$ cat src/rtl/poci_pkg.sv
// Shared types and constants for the POCI (peripheral-out) serializer.
package poci_pkg;

   typedef enum logic [1:0] {
      IDLE,
      ARM,
      SHIFT
   } poci_state_t;

   localparam int unsigned BYTE_W         = 8;
   localparam int unsigned ADDR_W_DEFAULT = 8;

endpackage

$ cat src/rtl/piso_shift_register.sv
// Parallel-in serial-out shift register, MSB first, zero fill; load wins over shift.
module piso_shift_register #(
   parameter int unsigned DATA_W = 8
) (
   input  logic              sclk,
   input  logic              rstn,
   input  logic              load_i,
   input  logic              shift_i,
   input  logic [DATA_W-1:0] data_i,
   output logic              msb_o
);

   logic [DATA_W-1:0] shreg_q, shreg_d;

   always_comb begin
      shreg_d = shreg_q;
      if (load_i) begin
         shreg_d = data_i;
      end else if (shift_i) begin
         shreg_d = {shreg_q[DATA_W-2:0], 1'b0};
      end
   end

   always_ff @(posedge sclk or negedge rstn) begin
      if (!rstn) begin
         shreg_q <= '0;
      end else begin
         shreg_q <= shreg_d;
      end
   end

   assign msb_o = shreg_q[DATA_W-1];

endmodule

$ cat src/rtl/poci_serializer.sv
// POCI transmitter: streams register-file bytes MSB-first from a start address,
// auto-incrementing the read address until reset ends the transaction.
module poci_serializer
   import poci_pkg::*;
#(
   parameter int unsigned DATA_W = BYTE_W,
   parameter int unsigned ADDR_W = ADDR_W_DEFAULT
) (
   input  logic              sclk,
   input  logic              rstn,
   input  logic              addr_valid_i,
   input  logic [ADDR_W-1:0] start_addr_i,
   input  logic [DATA_W-1:0] read_data_i,
   output logic [ADDR_W-1:0] rd_addr_o,
   output logic              serial_out_o,
   output logic              byte_done_o,
   output logic              active_o
);

   localparam int unsigned CntW = (DATA_W > 1) ? $clog2(DATA_W) : 1;
   localparam logic [CntW-1:0] CntLast = CntW'(DATA_W - 1);

   poci_state_t       state_q, state_d;
   logic [ADDR_W-1:0] rd_addr_q, rd_addr_d;
   logic [CntW-1:0]   bit_cnt_q, bit_cnt_d;
   logic              byte_done_q, byte_done_d;
   logic              load, shift;

   always_comb begin
      state_d     = state_q;
      rd_addr_d   = rd_addr_q;
      bit_cnt_d   = bit_cnt_q;
      byte_done_d = 1'b0;
      load        = 1'b0;
      shift       = 1'b0;
      unique case (state_q)
         IDLE: begin
            if (addr_valid_i) begin
               rd_addr_d = start_addr_i;
               state_d   = ARM;
            end
         end
         ARM: begin
            // rd_addr has had a full period to settle the mux; prefetch the next one
            load      = 1'b1;
            rd_addr_d = rd_addr_q + ADDR_W'(1);
            bit_cnt_d = '0;
            state_d   = SHIFT;
         end
         SHIFT: begin
            if (bit_cnt_q == CntLast) begin
               load      = 1'b1;
               rd_addr_d = rd_addr_q + ADDR_W'(1);
               bit_cnt_d = '0;
            end else begin
               shift       = 1'b1;
               bit_cnt_d   = bit_cnt_q + CntW'(1);
               byte_done_d = (bit_cnt_q == CntLast - CntW'(1));
            end
         end
         default: state_d = IDLE;
      endcase
   end

   always_ff @(posedge sclk or negedge rstn) begin
      if (!rstn) begin
         state_q     <= IDLE;
         rd_addr_q   <= '0;
         bit_cnt_q   <= '0;
         byte_done_q <= 1'b0;
      end else begin
         state_q     <= state_d;
         rd_addr_q   <= rd_addr_d;
         bit_cnt_q   <= bit_cnt_d;
         byte_done_q <= byte_done_d;
      end
   end

   piso_shift_register #(
      .DATA_W(DATA_W)
   ) u_piso (
      .sclk   (sclk),
      .rstn   (rstn),
      .load_i (load),
      .shift_i(shift),
      .data_i (read_data_i),
      .msb_o  (serial_out_o)
   );

   assign rd_addr_o   = rd_addr_q;
   assign byte_done_o = byte_done_q;
   assign active_o    = (state_q != IDLE);

endmodule

$ cat config.mk
export PLATFORM = sky130hd
export DESIGN_NAME = poci_serializer
export DESIGN_NICKNAME = d
export VERILOG_FILES = /design/src/rtl/poci_pkg.sv /design/src/rtl/piso_shift_register.sv /design/src/rtl/poci_serializer.sv
export SDC_FILE = /design/constraint.sdc
export NUM_CORES = 1
export LEC_CHECK = 0
export CORE_MARGIN = 2
export CORE_UTILIZATION = 35
export CTS_BUF_LIST = sky130_fd_sc_hd__clkbuf_4 sky130_fd_sc_hd__clkbuf_8
export DETAILED_ROUTE_END_ITERATION = 10
export DONT_BUFFER_PORTS = 1
export PLACE_DENSITY = 0.53
export RECOVER_POWER = 25
export SETUP_SLACK_MARGIN = 0.2
export SLEW_MARGIN = 20
export SYNTH_ARGS = -nofsm -noshare
export SYNTH_HDL_FRONTEND = slang
export SYNTH_SLANG_ARGS = --single-unit
export TNS_END_PERCENT = 20
$ cat constraint.sdc
create_clock -name sclk -period 4.5 [get_ports sclk]
set_input_delay 0.45 -clock sclk [delete_from_list [all_inputs] [get_ports sclk]]
set_output_delay 0.45 -clock sclk [all_outputs]
set_load 0.005 [all_outputs]
# Yosys cells after proc, flatten, opt, wreduce, memory -nomap -nowiden
# Cells that the tools add are included.
# W data, S select, Z words.
# word_totals
word_cells	36
inputBits	19
register_bits	22
output_inout_bits	11
# op_classes
muxes	15
eq_ne	6
reduce_logical	7
n_bitwise	1
add_sub_neg	2
# ops
op	count
$mux W8	4
$pmux W8 S3	1
$add A8 B1 Y8 const B	1
$eq A3 B3 Y1 const B	2
$pmux W2 S3	1
$pmux W3 S2	1
$reduce_bool A2 Y1	3
$mux W1	5
$ne A2 B2 Y1 const B	2
$add A3 B1 Y3 const B	1
$mux W3	1
$reduce_and A3 Y1	1
$reduce_bool A3 Y1	1
$eq A2 B1 Y1 const B	1
$eq A2 B2 Y1 const B	1
$logic_not A2 Y1	1
$mux W2	1
$pmux W1 S2	1
$reduce_and A2 Y1	1
$not A1 Y1	1

# Logic depth before layout (Yosys ltp)
# Gate-level depths: netlist (run 1).
# logic_depth
ltp_word	5
ltp_mapped	8
ltp_nobuf	6

# Cells and area by module
# Synthesis (run 1) repeated with hierarchy kept, for this count alone.
# unflattened
cells_unflattened	128
hier_area_um2	1277.5
# by_module_without_submodules
module	n_inst	seq_area_each_um2	cells_each	area_per_inst_um2
poci_serializer	1	350.3	94	908.4
piso_shift_register	1	200.2	34	369.1

# Worst setup path before layout (run 1)
# Ideal clock, no wire load.
# synth_timing
path_type	register to register
startpoint	register state_q[0]
endpoint	register rd_addr_q[2] (netlist: rd_addr_o[2])
path_slack_ns	2.651
stages_incl_launch_ff	8
arrival_time_ns	1.726
setup_ns	0.123
path_buffers	2
period_less_slack_ns	1.849
required_ns	4.377
cell_sequence	dfrtp_1 -> inv_1 -> ha_1 -> nor2b_4 -> buf_6 -> or4_1 -> buf_2 -> o221a_1
# synth_between
elab_chain_len	3
word_cells_on_any_way	8
cone_classes	eq/ne (4); mux (1); reduce/logical (3)
# synth_rtl
item	line_no	text
start, declared	poci_serializer.sv:23	poci_state_t state_q, state_d;
start signal, assigned	poci_serializer.sv:72	state_q <= state_d;
$eq A2 B2 Y1, or another cell as far along	poci_serializer.sv:36	unique case (state_q)
$ne A2 B2 Y1 (no source line) / $reduce_bool A3 Y1 (equally long branches)	--	
$reduce_and A3 Y1 (no source line)	--	
end signal, assigned	poci_serializer.sv:73	rd_addr_q <= rd_addr_d;
end, declared	poci_serializer.sv:24	logic [ADDR_W-1:0] rd_addr_q, rd_addr_d;
# Parallel ways exist; a longest one is shown, timed or not.
# A chain may end at the register's enable or synchronous reset.

# Worst setup path in the final report (run 1)
# layout_timing
startpoint	register state_q[0]
endpoint	register u_piso.shreg_q[7]
# layout_between
elab_chain_len	3
word_cells_on_any_way	6
cone_classes	eq/ne (2); mux (3); reduce/logical (1)
# layout_rtl
item	line_no	text
$eq A2 B2 Y1 / $eq A2 B1 Y1 (equally long branches)	poci_serializer.sv:36	
$pmux W1 S2 / $mux W1 (equally long branches)	poci_serializer.sv:36	
$mux W8 / $reduce_bool A2 Y1 (equally long branches)	--	
end signal, assigned	piso_shift_register.sv:28	shreg_q <= shreg_d;
end, declared	piso_shift_register.sv:13	logic [DATA_W-1:0] shreg_q, shreg_d;
# Parallel ways exist; a longest one is shown, timed or not.

==> summary.txt, run 1 <==
Yosys
  – Avg Cell Area, Syn: 9.785 sq um
  – Leading area contributor after synthesis: dfrtp_1
  – Mapped Cells: between 100 and 150
  – Top cells by area, synth: dfrtp_1 44%, ha_1 9.0%, mux2i_1 7.2%
  – Sequential fraction of the synthesis area: 0.4396
  – Top-area cell type share of the netlist area: 0.4396
  – Synthesized flop and latch total: 22
  – Synthesized area: between 1000 and 1500 sq um
  – Synth cell types: 28
  – Syn nets: 156
  – YS warnings: 0

Clock tree
  – Post-CTS Setup Inserts: 0
  – Clock Path Buffers: 2
  – H-tree level count: 1
  – CTS sink cnt: 22
  – Root buffer cell: clkbuf_4
  – Clk_lat worst skew: approximately 0.30 ns
  – CTS resizes: 0
  – TritonCTS clock tree: done
  – Clk pin slew, worst setup/hold paths: about 0.12 ns
  – Number of CTS-inserted buffers: 3

Placed design
  – Place WS: 2.251 ns
  – Final Wtd Congestion: 0.7473
  – Count of input and output buffers: 0
  – Dpl cell area: 1264 sq um
  – Placed cell count: approximately 170
  – DP HPWL: roughly 1700 microns

Worst setup path
  – Worst Path Arrival: between 2 and 2.5 ns
  – Required time of the critical path: between 4 and 5 ns
  – CP Class: reg -> reg
  – Critical Path Source Type: register
  – Critical Path End Type: register
  – CP Max Fanout: 18

STA
  – FMAX: approximately 440 MHz
  – Max Slew Vio Count: 0
  – Final setup skew: 0.009992 ns
  – Hold Fails Final Rpt: 0
  – Setup_tns: 0 ns
  – Worst Max-Slew Pin Slew: around 1.2 ns
  – RSZ-0062 raised after global routing: no
  – Tmin final: ~2.3 ns
  – Max-slew headroom: 0.2248
  – PnR worst setup slack: about 2.2 ns
  – Fin crit share: 0.5013
  – # setup viols final: 0

Routing
  – Avg WL per Cell: around 14 microns
  – DR pass1 iterations: 4
  – Routed WL: 2381 microns
  – Iteration-0 DRC count of the detailed router: 51
  – Vias: 897
  – Vias per inst: 5.215
  – Drt drc: 0
  – Final ANT Viol Nets: 0

Pwr
  – Static leakage: 0.5868 nW
  – Power consumption: ~910 uW
  – VDD IR max: between 0.2 and 0.25 mV
  – P per Cell Area: roughly 700 nW/um^2

Final layout
  – Nets: 156
  – Share of cells above drive strength 1: 0.05556
  – Layout Cell Area excl Fill: between 1000 and 1500 sq um
  – Syn-to-layout area delta: 2.997%
  – Post-Layout Cell Count: 172
  – Commonest non-fill, non-tap cells in the layout: 22 x dfrtp_1, 15 x o21ai_0, 12 x nand2_1
  – Commonest non-fill, non-tap cell in the layout: dfrtp_1
  – Diodes inserted: 0

Floorplan
  – Width of the die: 63.82 microns
  – Core Footprint: 3390 sq um
  – # IOs: 30
  – Cell Rows: 21
  – Die ar.: ~4100 sq um
  – Chip height: 63.82 microns
  – Starting density of the core: 0.3695

Global routing
  – Vias in the first global route: between 800 and 900
  – First-pass GRT wire length: roughly 4100 microns
  – Antenna violations before repair: 0
  – Largest net degree at the start of global routing: 23
  – Grt total ovfl: 0
  – All-Layer GR Usage: 0.1275

Job
  – Max cap viols: 0

Outcome
  – Status: finished, final reports clean

Worst hold path
  – Hold WC Path Type: in -> reg
==> routing by layer <==
metal,vias to the layer above,track usage,routed length (microns)
li1,449,-,-
met1,421,0.1670,1150
met2,23,0.1966,1057
met3,4,0.03873,144
met4,0,0.04891,29
met5,-,0,0
==> kinds of logic (layout without fill, tap and decap cells) <==
group	after synthesis	after routing	synth area share
and+or+nand+nor	51	51	0.2208
DFF	22	22	0.4396
buffers and inverters	12	10	0.05494
AOI/OAI and AO/OA	24	24	0.1139
adders and majority gates	9	9	0.08991
muxes	10	10	0.08092
==> worst paths after layout <==
kind                       depth (start not counted)  slack, ns                            end                     startpoint
max reg2reg                                        4       2.24  u_piso.shreg_q[7]$_DFFE_PN0P_         state_q[0]$_DFFE_PN0P_
min in group asynchronous                          1       0.34       rd_addr_o[4]$_DFFE_PN0P_                           rstn
min                                                2       0.26  u_piso.shreg_q[0]$_DFFE_PN0P_                 read_data_i[0]
max in group asynchronous                          1       3.46  u_piso.shreg_q[2]$_DFFE_PN0P_                           rstn
max                                                4       2.24  u_piso.shreg_q[7]$_DFFE_PN0P_         state_q[0]$_DFFE_PN0P_
min reg2reg                                        2       0.53  u_piso.shreg_q[0]$_DFFE_PN0P_  u_piso.shreg_q[0]$_DFFE_PN0P_
==> Yosys cell counts <==
cell type,count
a21oi_1,3
and3_1,4
and3_2,1
and4_1,2
buf_2,1
buf_6,3
clkbuf_1,2
dfrtp_1,22
ha_1,9
inv_1,6
mux2_2,1
mux2i_1,9
nand2_1,12
nand2b_1,3
nand3_1,3
nand4_1,3
nor2_1,11
nor2b_1,2
nor2b_4,1
nor3_1,2
nor3_2,1
nor3b_1,1
nor4_1,3
o21ai_0,15
o221a_1,3
o22ai_1,3
or2b_1,1
or4_1,1
==> state kept, by name (all words and copies together) (netlist names) <==
name,flops
bit_cnt_q,3
byte_done_o,1
rd_addr_o,8
state_q,2
u_piso.shreg_q,8
==> per-stage QoR <==
step | hold slack [ns] | util
6_report | 0.2650 | 0.3806
5_1_grt | 0.2537 | 0.3806
4_1_cts | 0.2547 | 0.3824
3_5_place_dp | 0.1550 | 0.3728
3_3_place_gp | 0.1549 | 0.3728
2_1_floorplan | 0.1544 | -
==> layout make-up <==
class                      instances  area, sq um
fill                             331         2100
inverter                           6        22.52
timing repair buffer               1        3.754
sequential                        22        550.5
clock buffer                       3        22.52
multi-input combinational         94        633.1
tap                               46        57.56
==> worst max-delay path: stages (launching register included) <==
cell	delay (ns)
dfrtp_1	0.40
inv_1	0.10
ha_1	0.65
nor2b_1	0.75
o21ai_0	0.20
==> report_power, final <==
group / internal (mW) / switching [mW]
Combinational: 0.193 / 0.257
Clock: 0.0312 / 0.0556
Sequential: 0.287 / 0.0892
Total: 0.512 / 0.402
==> what timing repair did <==
action	CTS	global route
endpoints found under the setup margin	0	0
hold endpoints to repair	22	0
hold buffers	1	0
Power figures use the tool's default switching activity.
==> run 2, diff against run 1 <==
Settings changed: PLACE_DENSITY 0.53 to 0.55.
Clock period 4.5 ns to 2 ns, I/O delays scaled along.
==> summary.txt, run 2 (synthesis gave the netlist of run 1 again) <==
Worst setup path
  – Worst Path Arrival: approximately 2.0 ns
  – Critical Path End Type: register
  – Critical path buffers and inverters: 1
  – CP Class: reg -> reg
  – Cell family with most CP delay: simple AND/OR/NAND/NOR gates
  – CP Max Fanout: 6
  – Worst path slowest cell: or4_4
  – Critical Path Source Type: register
  – Required time of the critical path: roughly 2.2 ns
  – Slowest cell delay on critical path: 0.59 ns
  – Crit-path cells: inv_1, ha_2, or4_4, o221a_1

Pwr
  – P per Cell Area: between 1500 and 2000 nW/um^2
  – Power consumption: 2.172 mW
  – Static leakage: between 0.6 and 0.7 nW
  – VDD IR max: roughly 0.4 mV

Clock tree
  – Number of CTS-inserted buffers: 3
  – Root buffer cell: clkbuf_4
  – Clk pin slew, worst setup/hold paths: around 0.12 ns
  – Clk_lat worst skew: roughly 0.31 ns
  – TritonCTS clock tree: done
  – CTS sink cnt: 22
  – Clock Path Buffers: 2
  – H-tree level count: 1

Final layout
  – Area of the multi-input gates: roughly 650 sq um
  – Nets: 165
  – Commonest non-fill, non-tap cell in the layout: dfrtp_1
  – Syn-to-layout area delta: 10.99%
  – # fillers: approximately 330
  – Diodes inserted: 0
  – Final Util: 0.4101
  – Storage cell area: between 500 and 600 sq um
  – Layout Cell Area excl Fill: about 1400 sq um
  – Commonest non-fill, non-tap cells in the layout: 22 x dfrtp_1, 15 x o21ai_0, 12 x nand2_1
  – Post-Layout Cell Count: 181
  – Share of cells above drive strength 1: 0.1111

Placed design
  – Placed cell count: 170
  – Final Wtd Congestion: 0.7579
  – DP HPWL: 1754 microns
  – Count of input and output buffers: 0
  – Dpl cell area: between 1000 and 1500 sq um

Routing
  – Avg WL per Cell: between 10 and 15 microns
  – Vias: around 960
  – Iteration-0 DRC count of the detailed router: 66
  – Drt drc: 0
  – Routed WL: between 2000 and 2500 microns
  – DR pass1 iterations: 4
  – Final ANT Viol Nets: 0
  – Vias per inst: 5.276

Floorplan
  – Chip height: ~64 microns
  – Core Footprint: 3390 sq um
  – Width of the die: around 64 microns
  – # IOs: 30
  – Die ar.: ~4000 sq um
  – Starting density of the core: 0.3695
  – Cell Rows: 21

Global routing
  – All-Layer GR Usage: 0.1351
  – Largest net degree at the start of global routing: 23
  – Top Usage Layer GRT: met2
  – Grt total ovfl: 0
  – Antenna violations before repair: 0
  – M1 GR Usage: 0.1806
  – Met3 Track Usage GR: 0.04225
  – First-pass GRT wire length: ~4400 microns
  – Vias in the first global route: a little over 900
  – Met2 GRT Util: 0.2122

STA
  – Fin crit share: 0.8819
  – Final setup skew: ~0.0064 ns
  – FMAX: ~570 MHz
  – Max Slew Vio Count: 0
  – Worst Max-Slew Pin Slew: between 1 and 1.5 ns
  – Max-slew headroom: 0.2136
  – # setup viols final: 0
  – Tmin final: between 1.5 and 2 ns
  – RSZ-0062 raised after global routing: yes
  – Setup_tns: 0 ns
  – Hold Fails Final Rpt: 0

Outcome
  – Status: finished, final reports clean

Job
  – Max cap viols: 0

Worst hold path
  – Hold WC Path Type: in -> reg
## run 2: changes by cell type in the layout (fill, tap and decap cells not counted), moves of 2 or more
cell,change
dlygate4sd3_1,+6
ha_2,+2
buf_4,+3
ha_1,-2
## run 2: routing by layer
metal,part of all wire,vias up
li1,-,468
met2,0.45,23
met4,0.0040,0
met3,0.057,2
met5,0,-
met1,0.49,462
## run 2: stage by stage
step	hold WS (ns)	worst slack, ns
floorplan	-0.09559	0.2054
global placement	-0.09512	0.1699
detailed placement	-0.09499	0.08901
CTS	0.00001443	0.2300
global route	0.01912	0.1553
finish	0.01254	0.2362
## run 2: worst paths after layout
check,startpoint,to,slack (ns),cells after the start
min in group asynchronous,rstn,rd_addr_o[3]$_DFFE_PN0P_,0.63,2
max,state_q[1]$_DFFE_PN0P_,rd_addr_o[2]$_DFFE_PN0P_,0.24,4
min reg2reg,u_piso.shreg_q[0]$_DFFE_PN0P_,u_piso.shreg_q[0]$_DFFE_PN0P_,0.54,2
min,read_data_i[1],u_piso.shreg_q[1]$_DFFE_PN0P_,0.01,2
max in group asynchronous,rstn,u_piso.shreg_q[2]$_DFFE_PN0P_,0.66,2
max reg2reg,state_q[1]$_DFFE_PN0P_,rd_addr_o[2]$_DFFE_PN0P_,0.24,4
## run 2: timing repair
item                                   4_1_cts  5_1_grt
endpoints found under the hold margin       23       26
buffers inserted                             0        1
resized for setup                            2        1
setup endpoints to repair                    6        6
pin swaps                                    0        1
hold buffers                                 2        5
## run 2: where the power goes
group	internal, mW	total [mW]	switching, mW
sequential	0.646	0.852	0.206
combinational	0.517	1.12	0.602
clock	0.0703	0.201	0.130
total	1.23	2.17	0.939
## run 2: worst reg2reg max path: cells and delay by family, from the launching register on
family | cells | cell delay (ns)
AOI/OAI and AO/OA | 1 | 0.25
adders and majority gates | 1 | 0.29
buffers and inverters | 1 | 0.12
DFF | 1 | 0.42
and+or+nand+nor | 1 | 0.59
## run 2: area by class of cell
class	instances	share of cell area
clock buffer	3	0.01620
timing repair buffer	10	0.06211
tap	46	0.04140
sequential	22	0.3960
inverter	6	0.01620
multi-input combinational	94	0.4680
==> run 3, diff against run 2 <==
Settings changed: CAP_MARGIN set to 10.
==> results of run 3 <==
Final layout, timing and power as in run 2 (identical DEF).
==> RTL change 1 (flow settings as in run 2) <==
Register the inputs `addr_valid_i`, `start_addr_i` and `read_data_i` before use, without a reset. The logic sees them one clock later.
--- a/src/rtl/poci_serializer.sv
+++ b/src/rtl/poci_serializer.sv
@@ -22,2 +22,12 @@
 
+   logic addr_valid_q;
+   logic [ADDR_W-1:0] start_addr_q;
+   logic [DATA_W-1:0] read_data_q;
+
+   always_ff @(posedge sclk) begin
+      addr_valid_q <= addr_valid_i;
+      start_addr_q <= start_addr_i;
+      read_data_q  <= read_data_i;
+   end
+
    poci_state_t       state_q, state_d;
@@ -37,4 +47,4 @@
          IDLE: begin
-            if (addr_valid_i) begin
-               rd_addr_d = start_addr_i;
+            if (addr_valid_q) begin
+               rd_addr_d = start_addr_q;
                state_d   = ARM;
@@ -85,3 +95,3 @@
       .shift_i(shift),
-      .data_i (read_data_i),
+      .data_i (read_data_q),
       .msb_o  (serial_out_o)
Formal check against the unedited RTL: not equivalent (Yosys sat finds a counterexample within 4 cycles, from zero or initial values and one cycle with rstn low).
==> RTL change 1 against run 2 <==
Wire length grew 13%; area after synthesis increased by 27%; setup slack improved by 0.0099 ns; cell count grew 22%; power is 36% higher; count of clock-buffer cells in the layout is 2 higher; worst hold slack better by 0.43 ns; sequential power increased by 41%; cell area grew 40%; global-route usage down 0.88 points; clock skew up 0.0038 ns; sequential cell count up 17; largest power group is now registers; highest routed layer unchanged.
==> RTL change 1: results (changes against run 2) <==
synthAdderAreaFrac: 0.0710  # was 0.0899
stdcell_area_sq_um: 1940  # was 1390 sq um
routedWlPerCell_microns: 12.6  # was 13.7 microns
dpl_cell_area_sq_um: 1640  # was 1280 sq um
ys_async_sr_fraction: 0.564  # was 1.00
vias: 1067  # was 955
first_pass_iters: 4  # unchanged
cp_max_fo: 9  # was 6
grt_pass1_wl_microns: 4880  # was 4410 microns
grtUsageMet2: 0.180  # was 0.212
ys_seq_area_frac: 0.562  # was 0.440
cp.arrival_ns: 1.94  # was 1.97 ns
vdd_drop_max_uv: 801  # was 390 uV
cts_inserted_buffers: 5  # was 3
track_usage: 0.126  # was 0.135
min_path_type: "reg2reg"  # was in2reg
gp_congestion: 0.729  # was 0.758
reg2regPathDepth: 6  # was 4
use_met3: 0.0619  # was 0.0423
initialDrtViolationCount: 57  # was 66
tightest_slew_ns: 1.27  # was 1.18 ns
power_leakage_uw: 0.000867  # was 0.000626 uW
synth_area_leaders: "dfrtp_1 (35%), dfxtp_1 (21%), ha_1 (7.1%)"  # was dfrtp_1 (44%), ha_1 (9.0%), mux2i_1 (7.2%)
muxShareOfSynthArea: 0.0639  # was 0.0809
clock_latency_ns: 0.29  # was 0.31 ns
grt_max_degree: 23  # unchanged
whs_path_depth: 2  # unchanged
drive_gt1_frac: 0.107  # was 0.111
status: "finished clean"  # unchanged
synth-compound-area-share: 0.0899  # was 0.114
synth_fp_nets: 174  # was 156
met1_usage: 0.164  # was 0.181
fin_nets: 196  # was 165
clk_pin_slew_ns: 0.08  # was 0.12 ns
first_global_vias: 1033  # was 933
post_cts_buffers: 0  # unchanged
synthTopCellsByCount: "dfrtp_1 (22), dfxtp_1 (17), nand2_1 (15), o21ai_0 (15)"  # was dfrtp_1 (22), o21ai_0 (15), nand2_1 (12), nor2_1 (11)
htree_levels: 2  # was 1
cts.path.max_buffers: 2  # unchanged
hpwl_microns: 1870  # was 1750 microns
clock_tree.root_cell: "clkbuf_8"  # was clkbuf_4
synth_cell_type_count: 31  # was 28
skew_ns: 0.0102  # was 0.00643 ns
[RTL change 1: cell count changes in the layout (fill, tap and decap cells not counted), moves of 2 or more]
cell           delta
a21oi_1           -2
clkbuf_4          -3
clkbuf_8          +5
dfxtp_1          +17
dlygate4sd3_1    +12
nand2_1           +3
nand4_1           -2
nor2_1            -2
[RTL change 1: cells by family after synthesis]
logic type,Yosys count
flops,39
buf+inv,12
compound gates,24
fa+ha+maj,9
mux,10
simple gates,52
[RTL change 1: per-layer routing]
layer / vias to the layer above / share of wire
met5: - / 0
met4: 0 / 0.012
met3: 4 / 0.051
met2: 25 / 0.45
met1: 485 / 0.48
li1: 553 / -
[RTL change 1: cell type report]
type	count	area (sq um)
clock buffers	5	68.8
clock inverters	3	46.3
fillers	422	2410
inverters	6	22.5
multi-input cells	95	651
flip-flops and latches	39	891
well taps	52	65.1
repair buffers	21	199
[RTL change 1: power by group]
part	leakage [uW]	internal [uW]	switching, uW
clock network	0.0000548	376	287
registers	0.000418	999	198
logic	0.000394	507	592
[RTL change 1: stage by stage]
step                utilization  worst slack [ns]  hold slack (ns)  cells
detailed placement        0.376             0.123          -0.0948    194
floorplan                     -             0.209          -0.0956    146
finish                    0.446             0.246            0.442    221
CTS                       0.445             0.234            0.433    220
global route              0.446             0.133            0.436    221
global placement          0.376             0.233          -0.0949    194
[RTL change 1: worst paths after layout]
path	start	to	slack, ns
worst min register to register	read_data_q[0]	u_piso.shreg_q[0]	0.44
max in group asynchronous	rstn	byte_done_o	0.55
min in group asynchronous	rstn	rd_addr_o[3]	0.70
worst max-delay path	bit_cnt_q[1]	rd_addr_o[4]	0.25
worst min-delay path	read_data_q[0]	u_piso.shreg_q[0]	0.44
worst max register to register	bit_cnt_q[1]	rd_addr_o[4]	0.25
[RTL change 1: repair_timing]
item | in CTS | in global routing
hold buffers | 18 | 1
setup endpoints to repair | 1 | 6
pin swaps | 0 | 0
resized for setup | 2 | 0
hold endpoints to repair | 39 | 22
[RTL change 1: worst max-delay path, stage by stage (launching register included)]
cell     delay (ns)
dfrtp_1        0.40
ha_1           0.19
ha_1           0.23
nor2b_4        0.26
or3_4          0.21
o22ai_1        0.09
a221o_1        0.26
==> RTL change 2 (flow settings as in run 2) <==
Without the edit above. Set the package constant `ADDR_W_DEFAULT` to 9 (it was 8).
--- a/src/rtl/poci_pkg.sv
+++ b/src/rtl/poci_pkg.sv
@@ -10,3 +10,3 @@
    localparam int unsigned BYTE_W         = 8;
-   localparam int unsigned ADDR_W_DEFAULT = 8;
+   localparam int unsigned ADDR_W_DEFAULT = 9;
 
Ports: changed (resized rd_addr_o and start_addr_i); port bits go from 30 to 32. No check against the original RTL was run, so the function may have changed too.
==> RTL change 2 against run 2 <==
First-iteration DRC count decreased by 35%; cell area rose by 10%; sequential cell count rose by 1; setup slack worse by 0.095 ns; power is 18% higher; area after synthesis grew 4.5%; wire length rose by 18%; die area rose by 4.2%; critical path type unchanged; highest routed layer unchanged.
==> RTL change 2: results (changes against run 2) <==
avgViaCountPerCell: 5.18  # was 5.28
clock_latency_ns: 0.27  # was 0.31 ns
gp_congestion: 0.721  # was 0.758
reg2regPathDepth: 6  # was 4
clock_tree.root_cell: "clkbuf_8"  # was clkbuf_4
drive_gt1_frac: 0.195  # was 0.111
grt_pass1_wl_microns: 4780  # was 4410 microns
clk_pin_slew_ns: 0.09  # was 0.12 ns
cp.arrival_ns: 2.03  # was 1.97 ns
tightest_slew_ns: 1.29  # was 1.18 ns
grt_max_degree: 24  # was 23
hold_slack_ns: 0.0393  # was 0.0125 ns
synthTopCellsByCount: "dfrtp_1 (23), nand2_1 (17), o21ai_0 (13), ha_1 (9)"  # was dfrtp_1 (22), o21ai_0 (15), nand2_1 (12), nor2_1 (11)
ys_seq_area_frac: 0.440  # about the same
first_global_vias: 1002  # was 933
synthCells: 136  # was 128
rr_endpoint: "rd_addr_o[3]"  # was rd_addr_o[2]
track_usage: 0.148  # was 0.135
worst_path_max_delay_cell: "dfrtp_1"  # was or4_4
finalSetupViolations: 0  # unchanged
cp_max_fo: 8  # was 6
r2r_slack_ns: 0.14  # was 0.24 ns
critPathMaxStageDelay_ns: 0.43  # was 0.59 ns
finalNonFillerCells: 197  # was 181
status: "finished clean"  # unchanged
initialDrtViolationCount: 43  # was 66
hold_end: "u_piso.shreg_q[5]"  # was u_piso.shreg_q[1]
synth_fp_nets: 165  # was 156
synth_area_leaders: "dfrtp_1 (44%), ha_1 (8.6%), mux2i_1 (6.1%)"  # was dfrtp_1 (44%), ha_1 (9.0%), mux2i_1 (7.2%)
fin_nets: 179  # was 165
skew_ns: 0.00491  # was 0.00643 ns
routedWlPerCell_microns: 14.8  # was 13.7 microns
-- RTL change 2: changes by cell type after synthesis, moves of 2 or more --
cell	change
and2_1	+2
and4_1	+2
nand2_1	+5
nand4_1	-2
nor2_1	-6
nor3_1	+6
nor4_1	-2
o21ai_0	-2
o221a_1	-3
o2bb2ai_1	+2
-- RTL change 2: cell families (layout without fill, tap and decap cells) --
kind of cell / after synthesis / after routing / share of synthesized area
simple gates: 55 / 55 / 0.233
compound gates: 27 / 27 / 0.127
flops: 23 / 23 / 0.440
buf+inv: 14 / 27 / 0.0526
fa+ha+maj: 9 / 9 / 0.0860
mux: 8 / 8 / 0.0612
-- RTL change 2: worst max-delay path: cells and delay by family (launching register included) --
family	cells	cell delay, ns
and+or+nand+nor	3	0.90
DFF	1	0.43
adders and majority gates	1	0.15
buffers and inverters	1	0.14
AOI/OAI and AO/OA	1	0.13
-- RTL change 2: power by group --
| part | internal (uW) | switching (uW) |
|---|---|---|
| registers | 679 | 208 |
| logic | 640 | 725 |
| clock network | 140 | 160 |
-- RTL change 2: per-stage QoR --
stage                     area [sq um]  setup WS [ns]
after floorplan                   1340          0.207
after detailed placement          1380          0.146
after CTS                         1480          0.173
after global placement            1380          0.185
final                             1530          0.141
after global routing              1530          0.106
-- RTL change 2: repair_timing --
| item | 4_1_cts | 5_1_grt |
|---|---|---|
| hold buffers | 1 | 1 |
| hold endpoints to repair | 23 | 23 |
| pin swaps | 1 | 2 |
| setup endpoints to repair | 2 | 8 |
| setup buffers | 5 | 5 |
| resized for setup | 1 | 3 |
-- RTL change 2: per-layer routing --
layer | vias up | part of all wire | global-route usage
met5 | - | 0 | 0
met4 | 0 | 0.018 | 0.0625
met3 | 5 | 0.054 | 0.0360
met2 | 27 | 0.48 | 0.254
met1 | 482 | 0.44 | 0.178
li1 | 507 | - | -
-- RTL change 2: layout make-up --
| cell class | instances | area, sq um |
|---|---|---|
| Clock buffer | 3 | 41.3 |
| Clock inverter | 1 | 5.00 |
| Fill cell | 372 | 2100 |
| Inverter | 7 | 26.3 |
| Multi-Input combinational cell | 99 | 699 |
| Sequential cell | 23 | 576 |
| Tap cell | 48 | 60.1 |
| Timing Repair Buffer | 16 | 123 |
-- RTL change 2: how the worst max path moves through the flow --
stage	to	cells past startpoint
2_1_floorplan	rd_addr_o[2]	7
5_1_grt	rd_addr_o[3]	6
6_report	rd_addr_o[3]	6
3_3_place_gp	rd_addr_o[4]	7
4_1_cts	rd_addr_o[3]	6
3_5_place_dp	rd_addr_o[3]	6
